**config.mk**
```make
export PLATFORM = sky130hd
export DESIGN_NAME = pool_fm_pingpong
export DESIGN_NICKNAME = d
export VERILOG_FILES = /design/src/rtl/cnn_pkg.sv /design/src/rtl/pingpong_bank_ram.sv /design/src/rtl/pool_fm_pingpong.sv
export SDC_FILE = /design/constraint.sdc
export NUM_CORES = 1
export LEC_CHECK = 0
export CAP_MARGIN = 20
export CORE_ASPECT_RATIO = 1.75
export CORE_MARGIN = 4
export CORE_UTILIZATION = 35
export DETAILED_ROUTE_END_ITERATION = 6
export SLEW_MARGIN = 20
export SYNTH_ARGS = -nofsm -noshare
export SYNTH_HDL_FRONTEND = slang
export SYNTH_SLANG_ARGS = --single-unit
```
**constraint.sdc**
```tcl
create_clock -name i_clk -period 4.2 [get_ports i_clk]
set_input_delay 0.84 -clock i_clk [delete_from_list [all_inputs] [get_ports i_clk]]
set_output_delay 0.84 -clock i_clk [all_outputs]
set_load 0.02 [all_outputs]
```
**src/rtl/cnn_pkg.sv**
```systemverilog
// Shared CNN buffer types: word width, data type, replay FSM states and an address-width helper.
package cnn_pkg;

    localparam int unsigned N_DATA = 32;

    typedef logic [N_DATA-1:0] data_t;

    typedef enum logic [0:0] {
        RD_IDLE   = 1'b0,
        RD_STREAM = 1'b1
    } rd_state_t;

    // Address width that stays at least one bit for single-word banks.
    function automatic int unsigned addr_w(input int unsigned depth);
        return (depth > 1) ? $clog2(depth) : 1;
    endfunction

endpackage

```
**src/rtl/pingpong_bank_ram.sv**
```systemverilog
// Two-bank register array: one synchronous write port, one asynchronous read port. Contents are not reset.
module pingpong_bank_ram #(
    parameter int unsigned W     = 32,
    parameter int unsigned DEPTH = 16,
    parameter int unsigned AW    = 4
) (
    input  logic          clk_i,
    input  logic          we_i,
    input  logic          wbank_i,
    input  logic [AW-1:0] waddr_i,
    input  logic [W-1:0]  wdata_i,
    input  logic          rbank_i,
    input  logic [AW-1:0] raddr_i,
    output logic [W-1:0]  rdata_o
);

    logic [W-1:0] mem_q [2][DEPTH];

    always_ff @(posedge clk_i) begin
        if (we_i) begin
            mem_q[wbank_i][waddr_i] <= wdata_i;
        end
    end

    assign rdata_o = mem_q[rbank_i][raddr_i];

endmodule

```
**src/rtl/pool_fm_pingpong.sv**
```systemverilog
// Ping-pong capture of pooled feature-map frames with valid/ready replay of each completed frame.
// Optional build macro POOL_BUF_RELU_EN clamps negative words to zero on write.
module pool_fm_pingpong #(
    parameter int unsigned N_DATA  = cnn_pkg::N_DATA,
    parameter int unsigned OUT_ROW = 4,
    parameter int unsigned OUT_COL = 4
) (
    input  logic              i_clk,
    input  logic              i_rst_n,
    input  logic [N_DATA-1:0] data_in,
    input  logic              data_in_vld,
    input  logic              data_in_end,
    output logic [N_DATA-1:0] data_out,
    output logic              data_out_vld,
    input  logic              data_out_rdy,
    output logic              data_out_last,
    output logic              buf_free,
    output logic              err_ovf,
    output logic              err_frame,
    input  logic              err_clr
);
    import cnn_pkg::*;

    localparam int unsigned DEPTH = OUT_ROW * OUT_COL;
    localparam int unsigned AW    = addr_w(DEPTH);
    localparam logic [AW-1:0] LAST_ADDR = AW'(DEPTH - 1);

    rd_state_t         state_q, state_d;
    logic              wr_bank_q, wr_bank_d;
    logic              rd_bank_q, rd_bank_d;
    logic [AW-1:0]     wr_addr_q, wr_addr_d;
    logic [AW-1:0]     rd_addr_q, rd_addr_d;
    logic [1:0]        bank_full_q, bank_full_d;
    logic [N_DATA-1:0] dout_q, dout_d;
    logic              vld_q, vld_d;
    logic              last_q, last_d;
    logic              ovf_q, ovf_d;
    logic              frm_q, frm_d;

    logic              rd_release;
    logic              wr_acc;
    logic              wr_last;
    logic [AW-1:0]     rd_next;
    logic [AW-1:0]     ram_raddr;
    logic [N_DATA-1:0] ram_rdata;
    logic [N_DATA-1:0] wdata;

    // A bank being released this cycle may be refilled on the same edge.
    assign rd_release = (state_q == RD_STREAM) && vld_q && data_out_rdy && last_q;
    assign wr_acc     = data_in_vld &&
                        (!bank_full_q[wr_bank_q] || (rd_release && (rd_bank_q == wr_bank_q)));
    assign wr_last    = (wr_addr_q == LAST_ADDR);
    assign rd_next    = rd_addr_q + AW'(1);
    assign ram_raddr  = (state_q == RD_IDLE) ? '0 : rd_next;

`ifdef POOL_BUF_RELU_EN
    assign wdata = data_in[N_DATA-1] ? '0 : data_in;
`else
    assign wdata = data_in;
`endif

    pingpong_bank_ram #(
        .W     (N_DATA),
        .DEPTH (DEPTH),
        .AW    (AW)
    ) u_ram (
        .clk_i   (i_clk),
        .we_i    (wr_acc),
        .wbank_i (wr_bank_q),
        .waddr_i (wr_addr_q),
        .wdata_i (wdata),
        .rbank_i (rd_bank_q),
        .raddr_i (ram_raddr),
        .rdata_o (ram_rdata)
    );

    // Write side, bank occupancy and sticky error flags.
    always_comb begin
        wr_bank_d   = wr_bank_q;
        wr_addr_d   = wr_addr_q;
        bank_full_d = bank_full_q;
        ovf_d       = ovf_q;
        frm_d       = frm_q;
        if (rd_release) begin
            bank_full_d[rd_bank_q] = 1'b0;
        end
        if (wr_acc) begin
            if (wr_last) begin
                bank_full_d[wr_bank_q] = 1'b1;
                wr_bank_d              = ~wr_bank_q;
                wr_addr_d              = '0;
            end else begin
                wr_addr_d = wr_addr_q + AW'(1);
            end
        end
        if (err_clr) begin
            ovf_d = 1'b0;
            frm_d = 1'b0;
        end
        if (data_in_vld && !wr_acc) begin
            ovf_d = 1'b1;
        end
        if (data_in_end && (!data_in_vld || (wr_acc && !wr_last))) begin
            frm_d = 1'b1;
        end
    end

    // Replay FSM: output registers only advance on a handshake.
    always_comb begin
        state_d   = state_q;
        rd_bank_d = rd_bank_q;
        rd_addr_d = rd_addr_q;
        dout_d    = dout_q;
        vld_d     = vld_q;
        last_d    = last_q;
        case (state_q)
            RD_IDLE: begin
                if (bank_full_q[rd_bank_q]) begin
                    dout_d    = ram_rdata;
                    vld_d     = 1'b1;
                    last_d    = (DEPTH == 1);
                    rd_addr_d = '0;
                    state_d   = RD_STREAM;
                end
            end
            RD_STREAM: begin
                if (vld_q && data_out_rdy) begin
                    if (last_q) begin
                        rd_bank_d = ~rd_bank_q;
                        rd_addr_d = '0;
                        vld_d     = 1'b0;
                        last_d    = 1'b0;
                        state_d   = RD_IDLE;
                    end else begin
                        dout_d    = ram_rdata;
                        rd_addr_d = rd_next;
                        last_d    = (rd_next == LAST_ADDR);
                    end
                end
            end
            default: state_d = RD_IDLE;
        endcase
    end

    always_ff @(posedge i_clk or negedge i_rst_n) begin
        if (!i_rst_n) begin
            state_q     <= RD_IDLE;
            wr_bank_q   <= 1'b0;
            rd_bank_q   <= 1'b0;
            wr_addr_q   <= '0;
            rd_addr_q   <= '0;
            bank_full_q <= 2'b00;
            dout_q      <= '0;
            vld_q       <= 1'b0;
            last_q      <= 1'b0;
            ovf_q       <= 1'b0;
            frm_q       <= 1'b0;
        end else begin
            state_q     <= state_d;
            wr_bank_q   <= wr_bank_d;
            rd_bank_q   <= rd_bank_d;
            wr_addr_q   <= wr_addr_d;
            rd_addr_q   <= rd_addr_d;
            bank_full_q <= bank_full_d;
            dout_q      <= dout_d;
            vld_q       <= vld_d;
            last_q      <= last_d;
            ovf_q       <= ovf_d;
            frm_q       <= frm_d;
        end
    end

    assign data_out      = dout_q;
    assign data_out_vld  = vld_q;
    assign data_out_last = last_q;
    assign err_ovf       = ovf_q;
    assign err_frame     = frm_q;
    assign buf_free      = !bank_full_q[wr_bank_q];

endmodule

```
* Yosys cells after proc, flatten, opt, wreduce, memory -nomap -nowiden *
Memories as Yosys holds them, arrays and structs flattened.
Index checks and enable logic that the tools add are counted.

storage, ports and cells
  RAM bits = 1024
  logic and storage cells = 104
  input port bits = 38
  memories = 1
  register bits after elaboration = 49

cells by class
  eq/ne operators = 7
  $lt $le $gt $ge = 7
  bitwise operators = 8
  multiplexer cells = 43
  add/sub/neg operators = 2
  reductions and logical operators = 25

memories
  name         words  width  rd ports  clocked after Yosys merged registers in  wr ports  RTL line                 text
  u_ram.mem_q  2      512    1         0                                        1         pingpong_bank_ram.sv:17  logic [W-1:0] mem_q [2][DEPTH];

operators with widths
  kind                   number
  $mux W512              1
  $mux W32               6
  $bmux W32 S4           1
  $demux W32 S4          1
  $pmux W32 S2           1
  $mux W4                5
  $mux W1                19
  $logic_and A1 B1 Y1    12
  $ge A5 B5 Y1 const B   2
  $not A4 Y5             2
  $reduce_and A3 Y1      3
  $add A4 B1 Y4 const B  2
  $eq A4 B4 Y1 const B   2
  $pmux W4 S2            1
  $mux W2                3
  $ne A2 B1 Y1 const B   3
  $pmux W1 S2            3
  $lt A5 B1 Y1 const B   1
  $logic_not A1 Y1       4
  $lt A1 B2 Y1 const B   2
  $reduce_and A2 Y1      2
  $reduce_bool A2 Y1     2
  $not A1 Y1             3
  $and A2 B2 Y2          1
  7 further kinds        10

* Longest topological paths before layout *
Gate-level depths: netlist of the first run.

  word-level depth = 10
  mapped depth = 11
  depth with buffers taken out = 7

* Modules after synthesis *
Synthesis of the first run repeated with hierarchy kept, for this count alone.

second synthesis, totals
  cells, all modules = 2380
  area total of the unflattened synthesis = 42046.6 um2

modules (own cells, without submodules)
  module             area each (um2)  times used  seq. area each (um2)  cells an instance
  pingpong_bank_ram  39855.7          1           30749.5               2228
  pool_fm_pingpong   2190.9           1           1226.2                152

* Worst setup path after synthesis of the first run *
Ideal clock, no wire load.

  path type = in2reg
  from = input port data_out_rdy
  to = memory u_ram.mem_q[1][64] in the netlist's numbering, enable pin
  arrival = 3133 ps
  setup slack = 646 ps
  buffers on the path = 1
  stages on the path = 6
  cell sequence = nand4_1 -> o21bai_1 -> and2_1 -> clkbuf_2 -> nand2_1 -> nor2_1

between the ends
  word-level cells in the longest chain between the ends = 7

ends and longest elaborated chain
  what                               RTL line                 text
  start: declaration                 pool_fm_pingpong.sv:15   input logic data_out_rdy,
  $logic_and A1 B1 Y1 (2 in series)  pool_fm_pingpong.sv:49   assign rd_release = (state_q == RD_STREAM) && vld_q && data_out_rdy && last_q;
  $logic_and A1 B1 Y1                pool_fm_pingpong.sv:51   (!bank_full_q[wr_bank_q] || (rd_release && (rd_bank_q == wr_bank_q)));
  $logic_or A1 B1 Y1                 pool_fm_pingpong.sv:51
  $logic_and A1 B1 Y1                pool_fm_pingpong.sv:50   assign wr_acc = data_in_vld &&
  $mux W1                            pingpong_bank_ram.sv:20  if (we_i) begin
  $mux W512 (not written as such)    pingpong_bank_ram.sv:21  mem_q[wbank_i][waddr_i] <= wdata_i;
  end: declaration                   pingpong_bank_ram.sv:17

Every way passes these cells.

* Worst setup path after layout of the first run *
  from = register wr_bank_q
  to = output port buf_free

between the ends
  word-level cells in the longest chain between the ends = 3

ends and longest elaborated chain
  what                                         RTL line                 text
  start: declaration                           pool_fm_pingpong.sv:29   logic wr_bank_q, wr_bank_d;
  start signal: assignment                     pool_fm_pingpong.sv:160  wr_bank_q <= wr_bank_d;
  $mux W1 (not written as such) (2 in series)  pool_fm_pingpong.sv:178  assign buf_free = !bank_full_q[wr_bank_q];
  $logic_not A1 Y1                             pool_fm_pingpong.sv:178
  end: declaration                             pool_fm_pingpong.sv:17   output logic buf_free,

Every way passes these cells. The select of a mux whose other input is x is not followed.

==> flow_summary_export.csv, run 1 <==
group,metric,value,unit
timing,setup_viol_count_final,0,
pwr,power.leakage,14.37,nW
global_routing,gr-usage-met2,33.92,%
floorplanning,coreArea,0.1183,mm2
yosys,synth-seq-cells,1073,
cts,cts_resized,0,
cells_and_area,area_delta_synth_final,14.17,%
yosys,synth_sequential_area_ratio,76.87,%
timing,timing_max_transition_violations_final,0,
yosys,synth_cell_type_count,46,
timing,fin_setup_tns,0,ns
detailed_routing,routed-via-count,20770,
yosys,synth_top_area_cell,"edfxtp_1",
global_routing,grtUsageTotal,18.13,%
yosys,average_cell_area_after_synthesis,19.90,um2
pwr,irDropWorstVdd,693.6,uV
yosys,synth-main-ff-cell,"edfxtp_1",
cts,cts_root_buffer,"clkbuf_16",
placed_design,place_worst_setup_slack,0.6140,ns
timing,number_of_hold_violations_in_the_final_report,0,
cells_and_area,fraction_of_layout_instances_using_a_drive_strength_above_1,19.76,%
yosys,number_of_standard_cells_after_synthesis,2090,
cells_and_area,post_layout_inst_area,0.04749,mm2
timing,fmaxAchievable,0.3110,GHz
global_routing,vias_in_the_first_global_route,21700,
cts,cts_tree,"built",
setup_path,arrival,2.38,ns
cts,clock_insertion_delay_worst_skew,0.67,ns
cts,worst_setup_hold_path_clk_slew,0.07,ns
cells_and_area,finished_layout_cells,3813,
detailed_routing,post_drt_via_cell_ratio,5.446,
global_routing,met3_usage_in_global_routing,2.170,%
hold_path,hold_path.class,"input port to asynchronous set/reset pin",
yosys,ys.warnings.count,0,
timing,worst_hold_slack,0.2639,ns
global_routing,leftover_overflow_at_the_end_of_global_routing,0,
setup_path,worst-endpoint-required,3.36,ns
global_routing,antenna_found_initial,4,
floorplanning,die_x,268.6,um
cts,cts.hold.buffers_added,0,
cells_and_area,nets_finish,2259,
timing,rsz0062_at_grt,"false",
placed_design,placed_cell_area,0.04458,mm2
floorplanning,floorplan.io_pins,75,
placed_design,dp_hpwl,76.23,mm
job,drv.max_cap_violation_count,0,
cts,post-cts-setup-buffers,0,
placed_design,place_congestion,0.8571,
yosys,count_of_flip_flops_with_a_built_in_enable_after_synthesis,1024,
cells_and_area,fillerInstances,10490,
placed_design,portBuffers,74,
global_routing,grt_util_met1,19.16,%
setup_path,timing.critical_path.from_type,"flop",
detailed_routing,wl_per_cell,29.93,um
detailed_routing,route.antenna.remaining_nets,0,
floorplanning,placementRows,167,
yosys,synthesis.nets,2134,
yosys,area_share_of_the_largest_cell_type_after_synthesis,73.92,%
setup_path,critical_path.endpoint_type,"primary output",
timing,max_slew_headroom,32.46,%
pwr,power_density,680.2,mW/mm2
timing,clock_skew,0.02818,ns
detailed_routing,detailedRoute.firstPassIterationCount,6,
cts,cts_max_path_buffers,3,
setup_path,rr_endpoint,"u_ram.mem_q[1][58]",
global_routing,grt_max_degree,129,
global_routing,grt_pass1_wl,160.0,mm
floorplanning,chipHeight,464.1,um
cts,cts-buffers-inserted,87,
detailed_routing,finalWirelength,114.1,mm
cts,cts.sinks,1073,
timing,post_route_clock_period_utilization,76.56,%
yosys,synth_top_cells_by_area,"edfxtp_1 (74%), mux4_2 (6.9%), mux2i_1 (6.2%), a22oi_1 (3.5%), dfrtp_1 (2.9%)",
setup_path,worstReg2RegStart,"state_q",
floorplanning,start_util,35.17,%
run_status,outcome,"finished clean",
setup_path,path_max_fanout,11,
timing,max_slew.worst_pin.slew,1.013,ns
yosys,synthTopCellsByCount,"edfxtp_1 (1024), mux2i_1 (258), a22oi_1 (192)",
floorplanning,die_footprint,0.1246,mm2
setup_path,worst-r2r-setup-slack,1.09,ns
yosys,synthesis.area,0.04160,mm2
timing,period_needed,3.216,ns
yosys,synthMostInstantiatedCell,"edfxtp_1",
timing,final_worst_setup_slack,0.9844,ns
setup_path,crit_type,"flop to primary output",
yosys,synth_async_sr_flop_share,4.567,%
setup_path,worstRegToRegCells,7,
global_routing,globalRoute.busiestLayer,"met2",
detailed_routing,drt_first_iter_violations,1934,
cts,htree_levels,3,
detailed_routing,drc_errors,0,
placed_design,post-place-cells,3647,
## per-stage QoR
step	util (%)	power, W
floorplan	-	0.01960
finish	40.16	0.03231
detailed placement	37.69	0.02431
global placement	37.69	0.02420
CTS	40.15	0.03259
global route	40.15	0.03341
## worst max-delay path by stage
stage                 start  cells after the start             endpoint  slack (ns)
6_report          wr_bank_q                      3             buf_free        0.98
5_1_grt           wr_bank_q                      3             buf_free        0.86
4_1_cts           wr_bank_q                      3             buf_free        0.93
3_5_place_dp   data_out_rdy                      8   u_ram.mem_q[1][55]        0.61
3_3_place_gp   data_out_rdy                      8  u_ram.mem_q[1][424]        0.61
2_1_floorplan  data_out_rdy                      6   u_ram.mem_q[1][64]        0.65
## report_power, final
group / switching [W] / internal [W] / total (W)
Sequential: 0.000537 / 0.0125 / 0.0130
Clock: 0.00376 / 0.00456 / 0.00832
Combinational: 0.00692 / 0.00407 / 0.0110
## sequential cells by signal (all words and copies together) (netlist names)
signal         cells
u_ram.mem_q     1024
data_out          32
wr_addr_q          4
rd_addr_q          4
data_out_vld       1
state_q            1
err_ovf            1
err_frame          1
rd_bank_q          1
data_out_last      1
bank_full_q        2
wr_bank_q          1
## per-layer routing
layer / up-vias / part of all wire (%)
li1: 8876 / -
met1: 10990 / 34
met2: 688 / 55
met3: 212 / 4.3
met4: 2 / 7.4
met5: - / 0.011
## critical path, stage by stage (launching register included)
cell and delay, ns:
dfrtp_1 0.61, mux2i_1 0.29, buf_4 0.20, clkdlybuf4s50_1 0.61
## layout make-up
class / instances / area [um2] / share of cell area [%]
Sequential cell: 1073 / 31980 / 67.33
Timing Repair Buffer: 166 / 1587 / 3.340
Multi-Input combinational cell: 878 / 9074 / 19.10
Inverter: 9 / 36.28 / 0.07640
Clock inverter: 60 / 620.6 / 1.307
Antenna cell: 4 / 10.01 / 0.02108
Tap cell: 1521 / 1903 / 4.007
Clock buffer: 102 / 2285 / 4.810
## cells in the final DEF, fill, tap and decap left out, types with 3 or more instances in the layout
master | netlist | final
edfxtp_1 | 1024 | 1024
mux2i_1 | 258 | 258
a22oi_1 | 192 | 192
mux4_2 | 128 | 128
clkbuf_16 | 0 | 88
nand2_1 | 73 | 72
buf_4 | 15 | 68
dfrtp_1 | 49 | 48
clkdlybuf4s50_1 | 0 | 42
nand3_1 | 40 | 40
nor2_4 | 0 | 34
a221o_1 | 31 | 31
a21oi_1 | 31 | 31
buf_2 | 20 | 31
buf_12 | 0 | 25
clkinv_2 | 0 | 18
o221a_2 | 16 | 16
o221a_1 | 16 | 16
clkinv_1 | 0 | 15
clkbuf_1 | 58 | 11
bufinv_16 | 0 | 10
o21ai_0 | 8 | 8
inv_1 | 8 | 7
clkinvlp_4 | 0 | 7
a21o_1 | 6 | 6
ha_1 | 6 | 6
diode_2 | 0 | 4
xor2_1 | 4 | 4
nor2_1 | 38 | 4
nor3_1 | 5 | 3
xnor2_1 | 3 | 3
clkinv_8 | 0 | 3
inv_6 | 0 | 3
clkinv_4 | 0 | 3
clkbuf_8 | 0 | 3
## kinds of logic after synthesis
family	after synthesis	synth area share, %
AOI/OAI and AO/OA	309	5.838
and+or+nand+nor	170	1.781
buffers and inverters	139	2.048
DFF	1073	76.87
adders and majority gates	6	0.1805
xor gates and xnor gates	7	0.1474
muxes	386	13.14
(Power assumes the default switching activity.)
==> run 2, diff against run 1 <==
==> constraint.sdc (replaced) <==
create_clock -name i_clk -period 2.8 [get_ports i_clk]
set_input_delay 0.56 -clock i_clk [delete_from_list [all_inputs] [get_ports i_clk]]
set_output_delay 0.56 -clock i_clk [all_outputs]
set_load 0.02 [all_outputs]
==> run 2 against run 1 <==
- sequential power up 49%
- clock power rose by 49%
- clock-buffer cell count rose by 15
- largest cell class unchanged
- total power increased by 53%
- worst hold slack improved by 0.20 ns
- via count is 2.0% higher
- largest power group unchanged
- setup slack got worse by 0.82 ns
- cell area rose by 3.6%
- first-iteration DRC count shrank 17%
- non-clock buffer count increased by 112
- cell count increased by 2.9%
==> flow_summary_export.csv, run 2 (same netlist as run 1, synthesis figures left out) <==
group,metric,value,unit
global_routing,grt_max_degree,67,
detailed_routing,detailedRoute.firstPassIterationCount,5,
cells_and_area,reg_with_most_ffs,"u_ram.mem_q",
job,drv.max_cap_violation_count,0,
setup_path,timing.critical_path.slowest_cell_delay,0.53,ns
floorplanning,floorplan.io_pins,75,
detailed_routing,post_drt_via_cell_ratio,5.400,
cts,post-cts-setup-buffers,0,
cells_and_area,final_cell_mix,"edfxtp_1 (1024), mux2i_1 (257), a22oi_1 (192)",
setup_path,worstReg2RegStart,"rd_addr_q[0]",
setup_path,critical_path.endpoint_type,"flop",
setup_path,arrival,3.24,ns
timing,clock_skew,0.02734,ns
detailed_routing,routed-via-count,21190,
cells_and_area,fillerInstances,10270,
floorplanning,die_footprint,0.1246,mm2
pwr,power.switching_fraction,33.76,%
cells_and_area,fraction_of_layout_instances_using_a_drive_strength_above_1,21.82,%
timing,max_slew_headroom,50.27,%
cts,cts-buffers-inserted,88,
cells_and_area,area_delta_synth_final,18.29,%
cells_and_area,seq_area,0.03198,mm2
cts,cts_max_path_buffers,3,
timing,post_route_clock_period_utilization,94.04,%
placed_design,portBuffers,74,
global_routing,antenna_found_initial,3,
setup_path,timing.critical_path.from_type,"flop",
floorplanning,chipHeight,464.1,um
setup_path,worst-endpoint-required,3.41,ns
cells_and_area,multi_input_area,0.009077,mm2
global_routing,grt_pass1_wl,157.5,mm
setup_path,crit_type,"flop to flop",
cells_and_area,finished_layout_cells,3924,
detailed_routing,finalWirelength,110.0,mm
pwr,p_switching,0.01665,W
placed_design,dp_hpwl,72.64,mm
timing,final_worst_setup_slack,0.1668,ns
setup_path,worstRegToRegCells,8,
pwr,irDropWorstVdd,570.4,uV
cts,htree_levels,3,
timing,timing_max_transition_violations_final,0,
timing,number_of_hold_violations_in_the_final_report,0,
pwr,power.leakage,15.12,nW
detailed_routing,route.antenna.remaining_nets,0,
setup_path,path_max_fanout,17,
timing,max_slew.worst_pin.slew,0.7460,ns
pwr,comb_pwr_share,35.5,%
floorplanning,start_util,35.17,%
setup_path,worst-r2r-setup-slack,0.17,ns
timing,fin_setup_tns,0,ns
cts,worst_setup_hold_path_clk_slew,0.08,ns
cts,cts_root_buffer,"clkbuf_16",
cts,cts_tree,"built",
floorplanning,coreArea,0.1183,mm2
cells_and_area,finish.utilization,41.61,%
timing,period_needed,2.633,ns
floorplanning,die_x,268.6,um
setup_path,cp_common_cell,"buf_4",
global_routing,grtUsageTotal,17.57,%
run_status,outcome,"finished clean",
pwr,p_int,0.03266,W
setup_path,timing.critical_path.slowest_stage_cell,"dfrtp_1",
pwr,power_frac_clock,25.2,%
detailed_routing,wl_per_cell,28.03,um
global_routing,leftover_overflow_at_the_end_of_global_routing,0,
placed_design,post-place-cells,3758,
setup_path,rr_endpoint,"data_out[1]",
detailed_routing,drt_first_iter_violations,1608,
cells_and_area,layout_commonest_cell,"edfxtp_1",
placed_design,place_worst_setup_slack,-0.1786,ns
pwr,power_density,1002,mW/mm2
timing,fmaxAchievable,0.3798,GHz
cts,cts.sinks,1073,
timing,worst_hold_slack,0.4648,ns
timing,setup_viol_count_final,0,
pwr,share_seq_of_total_power,39.3,%
detailed_routing,drc_errors,0,
hold_path,hold_path.class,"input port to asynchronous set/reset pin",
floorplanning,placementRows,167,
global_routing,vias_in_the_first_global_route,22100,
placed_design,place_congestion,0.8519,
setup_path,timing.critical_path.cells,"inv_4 > ha_1 > nand2b_4 > buf_4 > a221o_1 > a21oi_1 > buf_4 > o221a_1",
cells_and_area,largest_register_ffs,1024,
timing,rsz0062_at_grt,"false",
cts,clock_insertion_delay_worst_skew,0.68,ns
cells_and_area,nets_finish,2372,
run 2: what timing repair did:
| item | in CTS | in global routing |
|---|---|---|
| endpoints found under the setup margin | 1 | 1 |
| hold buffers | 1 | 0 |
| resized for setup | 1 | 1 |
| endpoints found under the hold margin | 18 | 0 |
run 2: layout make-up:
class / instances / share of cell area, %
sequential: 1073 / 64.99
multi-input combinational: 878 / 18.45
timing repair buffer: 278 / 6.753
clock buffer: 117 / 4.930
tap: 1521 / 3.867
clock inverter: 47 / 0.9357
inverter: 9 / 0.07374
antenna: 1 / 0.005085
run 2: worst max path at each step:
stage	startpoint	slack, ns	cells after the start	end
2_1_floorplan	data_out_last	-0.46	6	u_ram.mem_q[1][0]
3_3_place_gp	data_out_rdy	-0.25	8	u_ram.mem_q[1][44]
3_5_place_dp	data_out_rdy	-0.18	8	u_ram.mem_q[1][44]
4_1_cts	wr_bank_q	0.01	3	buf_free
5_1_grt	rd_bank_q	0.02	7	data_out[22]
6_report	rd_addr_q[0]	0.17	8	data_out[1]
run 2: routing by layer:
metal	routed length, um	GRT usage (%)	up-vias	share of wire [%]
met5	0	0	-	0
met3	6252	2.610	186	5.7
met1	40680	20.97	11130	37
met2	58700	31.64	763	53
met4	4338	7.102	0	3.9
li1	-	-	9111	-
run 2: critical path, delay by kind of cell (launching register included):
kind	cells	cell delay (ns)
adders and majority gates	1	0.32
buffers and inverters	3	0.55
and+or+nand+nor	1	0.28
AOI/OAI and AO/OA	3	0.88
DFF	1	0.53
run 2: power groups by stage:
stage	clock, W	combinational (W)	sequential, W
after floorplan	0	0.00987	0.0196
after global placement	0	0.0174	0.0197
after detailed placement	0	0.0176	0.0198
after CTS	0.0127	0.0177	0.0194
after global routing	0.0133	0.0185	0.0195
final	0.0124	0.0175	0.0194
run 2: through the flow:
stage	area, um2	total power, W
2_1_floorplan	41740	0.02950
3_3_place_gp	46300	0.03717
3_5_place_dp	46300	0.03738
4_1_cts	49200	0.04977
5_1_grt	49210	0.05129
6_report	49210	0.04931
==> run 3, diff against run 2 <==
--- a/config.mk
+++ b/config.mk
@@ -10,7 +10,10 @@
 export CORE_MARGIN = 4
 export CORE_UTILIZATION = 35
 export DETAILED_ROUTE_END_ITERATION = 6
+export HOLD_SLACK_MARGIN = 0.08
+export RECOVER_POWER = 25
 export SLEW_MARGIN = 20
 export SYNTH_ARGS = -nofsm -noshare
 export SYNTH_HDL_FRONTEND = slang
+export SYNTH_HIERARCHICAL = 1
 export SYNTH_SLANG_ARGS = --single-unit
==> run 3 against run 2 <==
- the run now ends with max-capacitance violations, max-slew violations, negative setup slack left
- worst hold slack gained 0.041 ns
- global-route usage grew 0.39 points
- cell count grew 11%
- non-clock buffer count grew 128
- sequential power is essentially flat
- clock-buffer cell count shrank 8
- synthesized cell count grew 14%
- first-iteration DRC count shrank 0.44%
- setup slack lost 0.18 ns
- via count grew 7.6%
- critical path type unchanged
- largest cell class unchanged
- highest routed layer is now met5
==> flow_summary_export.csv, run 3 <==
group,metric,value,unit
run_status,outcome,"complete, but fails checks",
run_status,violations,"max-capacitance violations, max-slew violations, negative setup slack",
hold_path,hold_start,"data_out[1]",
pwr,power_density,1126,mW/mm2
cells_and_area,final_cell_mix,"edfxtp_1 (1024), mux2i_1 (512), buf_4 (190)",
timing,max_slew.worst_pin.slew,2.130,ns
timing,worst_hold_slack,0.5057,ns
cts,htree_levels,3,
placed_design,portBuffers,74,
timing,period_needed,2.811,ns
yosys,post_synth_and_or_nand_nor_area_fraction,3.300,%
yosys,synthMostInstantiatedCell,"edfxtp_1",
detailed_routing,post_drt_via_cell_ratio,5.240,
setup_path,timing.critical_path.slowest_cell_delay,0.44,ns
detailed_routing,routed-via-count,22800,
setup_path,worstRegToRegCells,12,
setup_path,worst_path_dominant_cell_family,"simple AND/OR/NAND/NOR gates",
yosys,area_fraction_in_compound_gates_after_synthesis,5.047,%
floorplanning,die_x,270.0,um
yosys,synthesis.area,0.04205,mm2
floorplanning,start_util,35.15,%
setup_path,arrival,3.42,ns
cts,cts_tree,"built",
floorplanning,die_footprint,0.1260,mm2
global_routing,leftover_overflow_at_the_end_of_global_routing,0,
cts,cts-buffers-inserted,89,
job,drv.max_cap_violation_count,26,
yosys,synthTopCellsByCount,"edfxtp_1 (1024), mux2i_1 (513), nand2_1 (108)",
yosys,synth_top_area_cell,"edfxtp_1",
setup_path,timing.critical_path.slowest_stage_cell,"nor3_1",
cts,cts_root_buffer,"clkbuf_16",
cts,clock_insertion_delay_worst_skew,0.69,ns
global_routing,antenna_found_initial,2,
cells_and_area,fraction_of_layout_instances_using_a_drive_strength_above_1,19.64,%
floorplanning,floorplan.io_pins,75,
yosys,synth_top_family_by_area,"multiplexers",
pwr,power.leakage,16.73,nW
timing,timing_max_transition_violations_final,844,
timing,post_route_clock_period_utilization,100.4,%
cells_and_area,area_delta_synth_final,21.50,%
timing,max_slew_headroom,-42.00,%
setup_path,cp_common_cell,"buf_4",
detailed_routing,wl_per_cell,26.58,um
hold_path,hold_path.class,"flop to flop",
timing,fmaxAchievable,0.3558,GHz
global_routing,grt_max_degree,41,
setup_path,critical_path.endpoint_type,"flop",
yosys,ys.warnings.count,6,
detailed_routing,drc_errors,0,
timing,rsz0062_at_grt,"true",
setup_path,timing.critical_path.from_type,"flop",
yosys,synth_top_cells_by_area,"edfxtp_1 (73%), mux2i_1 (12%), dfrtp_1 (2.9%), a22oi_1 (1.7%), a22o_1 (1.4%)",
setup_path,timing.critical_path.cells,"buf_4 > ha_1 > xnor2_1 > nor2_2 > or2_2 > buf_12 > nor3_1 > a31oi_1 > buf_4 > nand3_2 > buf_4 > mux2_4",
timing,fin_setup_tns,-0.02459,ns
detailed_routing,finalWirelength,115.7,mm
setup_path,path_max_fanout,18,
timing,number_of_hold_violations_in_the_final_report,0,
timing,clock_skew,0.02746,ns
placed_design,place_congestion,0.8818,
yosys,synth-main-ff-cell,"edfxtp_1",
setup_path,timing.critical_path.from,"rd_addr_q[1]",
global_routing,grt_pass1_wl,164.9,mm
yosys,synth_async_sr_flop_share,4.567,%
yosys,synth_cell_type_count,43,
setup_path,worst-r2r-setup-slack,-0.01,ns
yosys,average_cell_area_after_synthesis,17.67,um2
hold_path,timing.hold.worst_path_depth,1,
yosys,synthMuxAreaShare,13.43,%
floorplanning,chipHeight,466.5,um
setup_path,worstReg2RegStart,"rd_addr_q[1]",
timing,setup_viol_count_final,3,
cts,worst_setup_hold_path_clk_slew,0.07,ns
yosys,synthesis.nets,2421,
detailed_routing,drt_first_iter_violations,1601,
floorplanning,placementRows,168,
setup_path,crit_type,"flop to flop",
detailed_routing,detailedRoute.firstPassIterationCount,5,
cells_and_area,largest_register_ffs,1024,
yosys,synth_sequential_area_ratio,76.05,%
cells_and_area,layout_commonest_cell,"edfxtp_1",
setup_path,cp.buffers_inverters,4,
placed_design,dp_hpwl,80.65,mm
cells_and_area,nets_finish,2787,
yosys,synth-seq-cells,1073,
yosys,post_synth_fa_ha_maj_area_fraction,0.08927,%
setup_path,rr_endpoint,"data_out[13]",
hold_path,end_point_of_the_worst_hold_path,"data_out[1]",
cells_and_area,reg_with_most_ffs,"u_ram/mem_q",
yosys,number_of_standard_cells_after_synthesis,2380,
detailed_routing,route.antenna.remaining_nets,0,
global_routing,vias_in_the_first_global_route,24030,
yosys,post_synthesis_xor_xnor_area_fraction,0.1042,%
global_routing,grtUsageTotal,17.96,%
cts,cts.sinks,1073,
timing,final_worst_setup_slack,-0.01092,ns
yosys,count_of_flip_flops_with_a_built_in_enable_after_synthesis,1024,
cells_and_area,finish.utilization,42.71,%
floorplanning,coreArea,0.1196,mm2
pwr,irDropWorstVdd,821.4,uV
setup_path,worst-endpoint-required,3.41,ns
yosys,area_share_of_the_largest_cell_type_after_synthesis,73.13,%
cts,cts_max_path_buffers,3,
## run 3: cell count changes in the layout (fill, tap and decap cells not counted), moves of 26 or more
cell     previous run  this run
nand3_1            40        90
buf_4             119       190
a21oi_1            31        97
mux4_2            128         0
a22oi_1           192        96
nand2_1            72       107
a31oi_1             0        26
mux2i_1           257       512
a22o_1              1        68
a221o_1            31         0
mux2_4              0        31
## run 3: worst register-to-register path, delay by kind of cell, from the launching register on
| family | cells | cell delay, ns |
|---|---|---|
| simple gates | 4 | 1.00 |
| mux | 1 | 0.12 |
| compound gates | 1 | 0.13 |
| xor+xnor | 1 | 0.25 |
| buf+inv | 4 | 0.64 |
| fa+ha+maj | 1 | 0.19 |
| flops | 1 | 0.42 |
## run 3: how the worst max path moves through the flow
stage               cells after the start             endpoint
finish                                 12         data_out[13]
global route                           12         data_out[14]
CTS                                    15         data_out[11]
detailed placement                     12         data_out[28]
global placement                       12         data_out[28]
floorplan                               6  u_ram/mem_q[0][288]
## run 3: layout make-up
cell class,count,area [um2]
sequential,1073,31980
tap,1530,1914
inverter,5,18.77
antenna,1,2.502
clock buffer,109,2355
fill,10390,68520
clock inverter,57,588.1
multi-input combinational,1171,9684
timing repair buffer,406,4543
## run 3: logic make-up after synthesis
logic type | count (synthesis)
fa+ha+maj | 3
simple gates | 306
buf+inv | 136
flops | 1073
xor+xnor | 5
mux | 548
compound gates | 309
## run 3: per-layer routing
| layer | share of wire, % | wire [um] | track usage (%) | vias to the layer above |
|---|---|---|---|---|
| li1 | - | - | - | 10150 |
| met1 | 33 | 38400 | 17.65 | 11830 |
| met2 | 57 | 65630 | 35.69 | 595 |
| met3 | 3.4 | 3915 | 1.973 | 229 |
| met4 | 6.7 | 7736 | 10.72 | 2 |
| met5 | 0.011 | 13 | 0 | - |
## run 3: what timing repair did
| item | in CTS | in global routing |
|---|---|---|
| pin swaps | 6 | 3 |
| endpoints found under the setup margin | 30 | 31 |
| buffers inserted | 4 | 5 |
| hold endpoints to repair | 17 | 0 |
| gates cloned | 2 | 0 |
| hold buffers | 1 | 0 |
| resized for setup | 25 | 18 |
## run 3: power breakdown
part	internal, W	total [W]	leakage (nW)	switching [W]
Sequential	0.0187	0.0192	9.79	0.000515
Clock	0.00689	0.0126	1.41	0.00570
Combinational	0.0110	0.0258	5.53	0.0148
## run 3: through the flow
| stage | total power, W | std cells | worst slack [ns] | cell area, um2 |
|---|---|---|---|---|
| final | 0.05754 | 4352 | -0.01092 | 51090 |
| after global routing | 0.05947 | 4351 | -0.04047 | 51090 |
| after CTS | 0.05775 | 4346 | -0.008625 | 51070 |
| after detailed placement | 0.04442 | 4173 | -0.3917 | 47880 |
| after global placement | 0.04414 | 4173 | -0.3709 | 47880 |
| after floorplan | 0.03117 | 2380 | -0.09580 | 42190 |
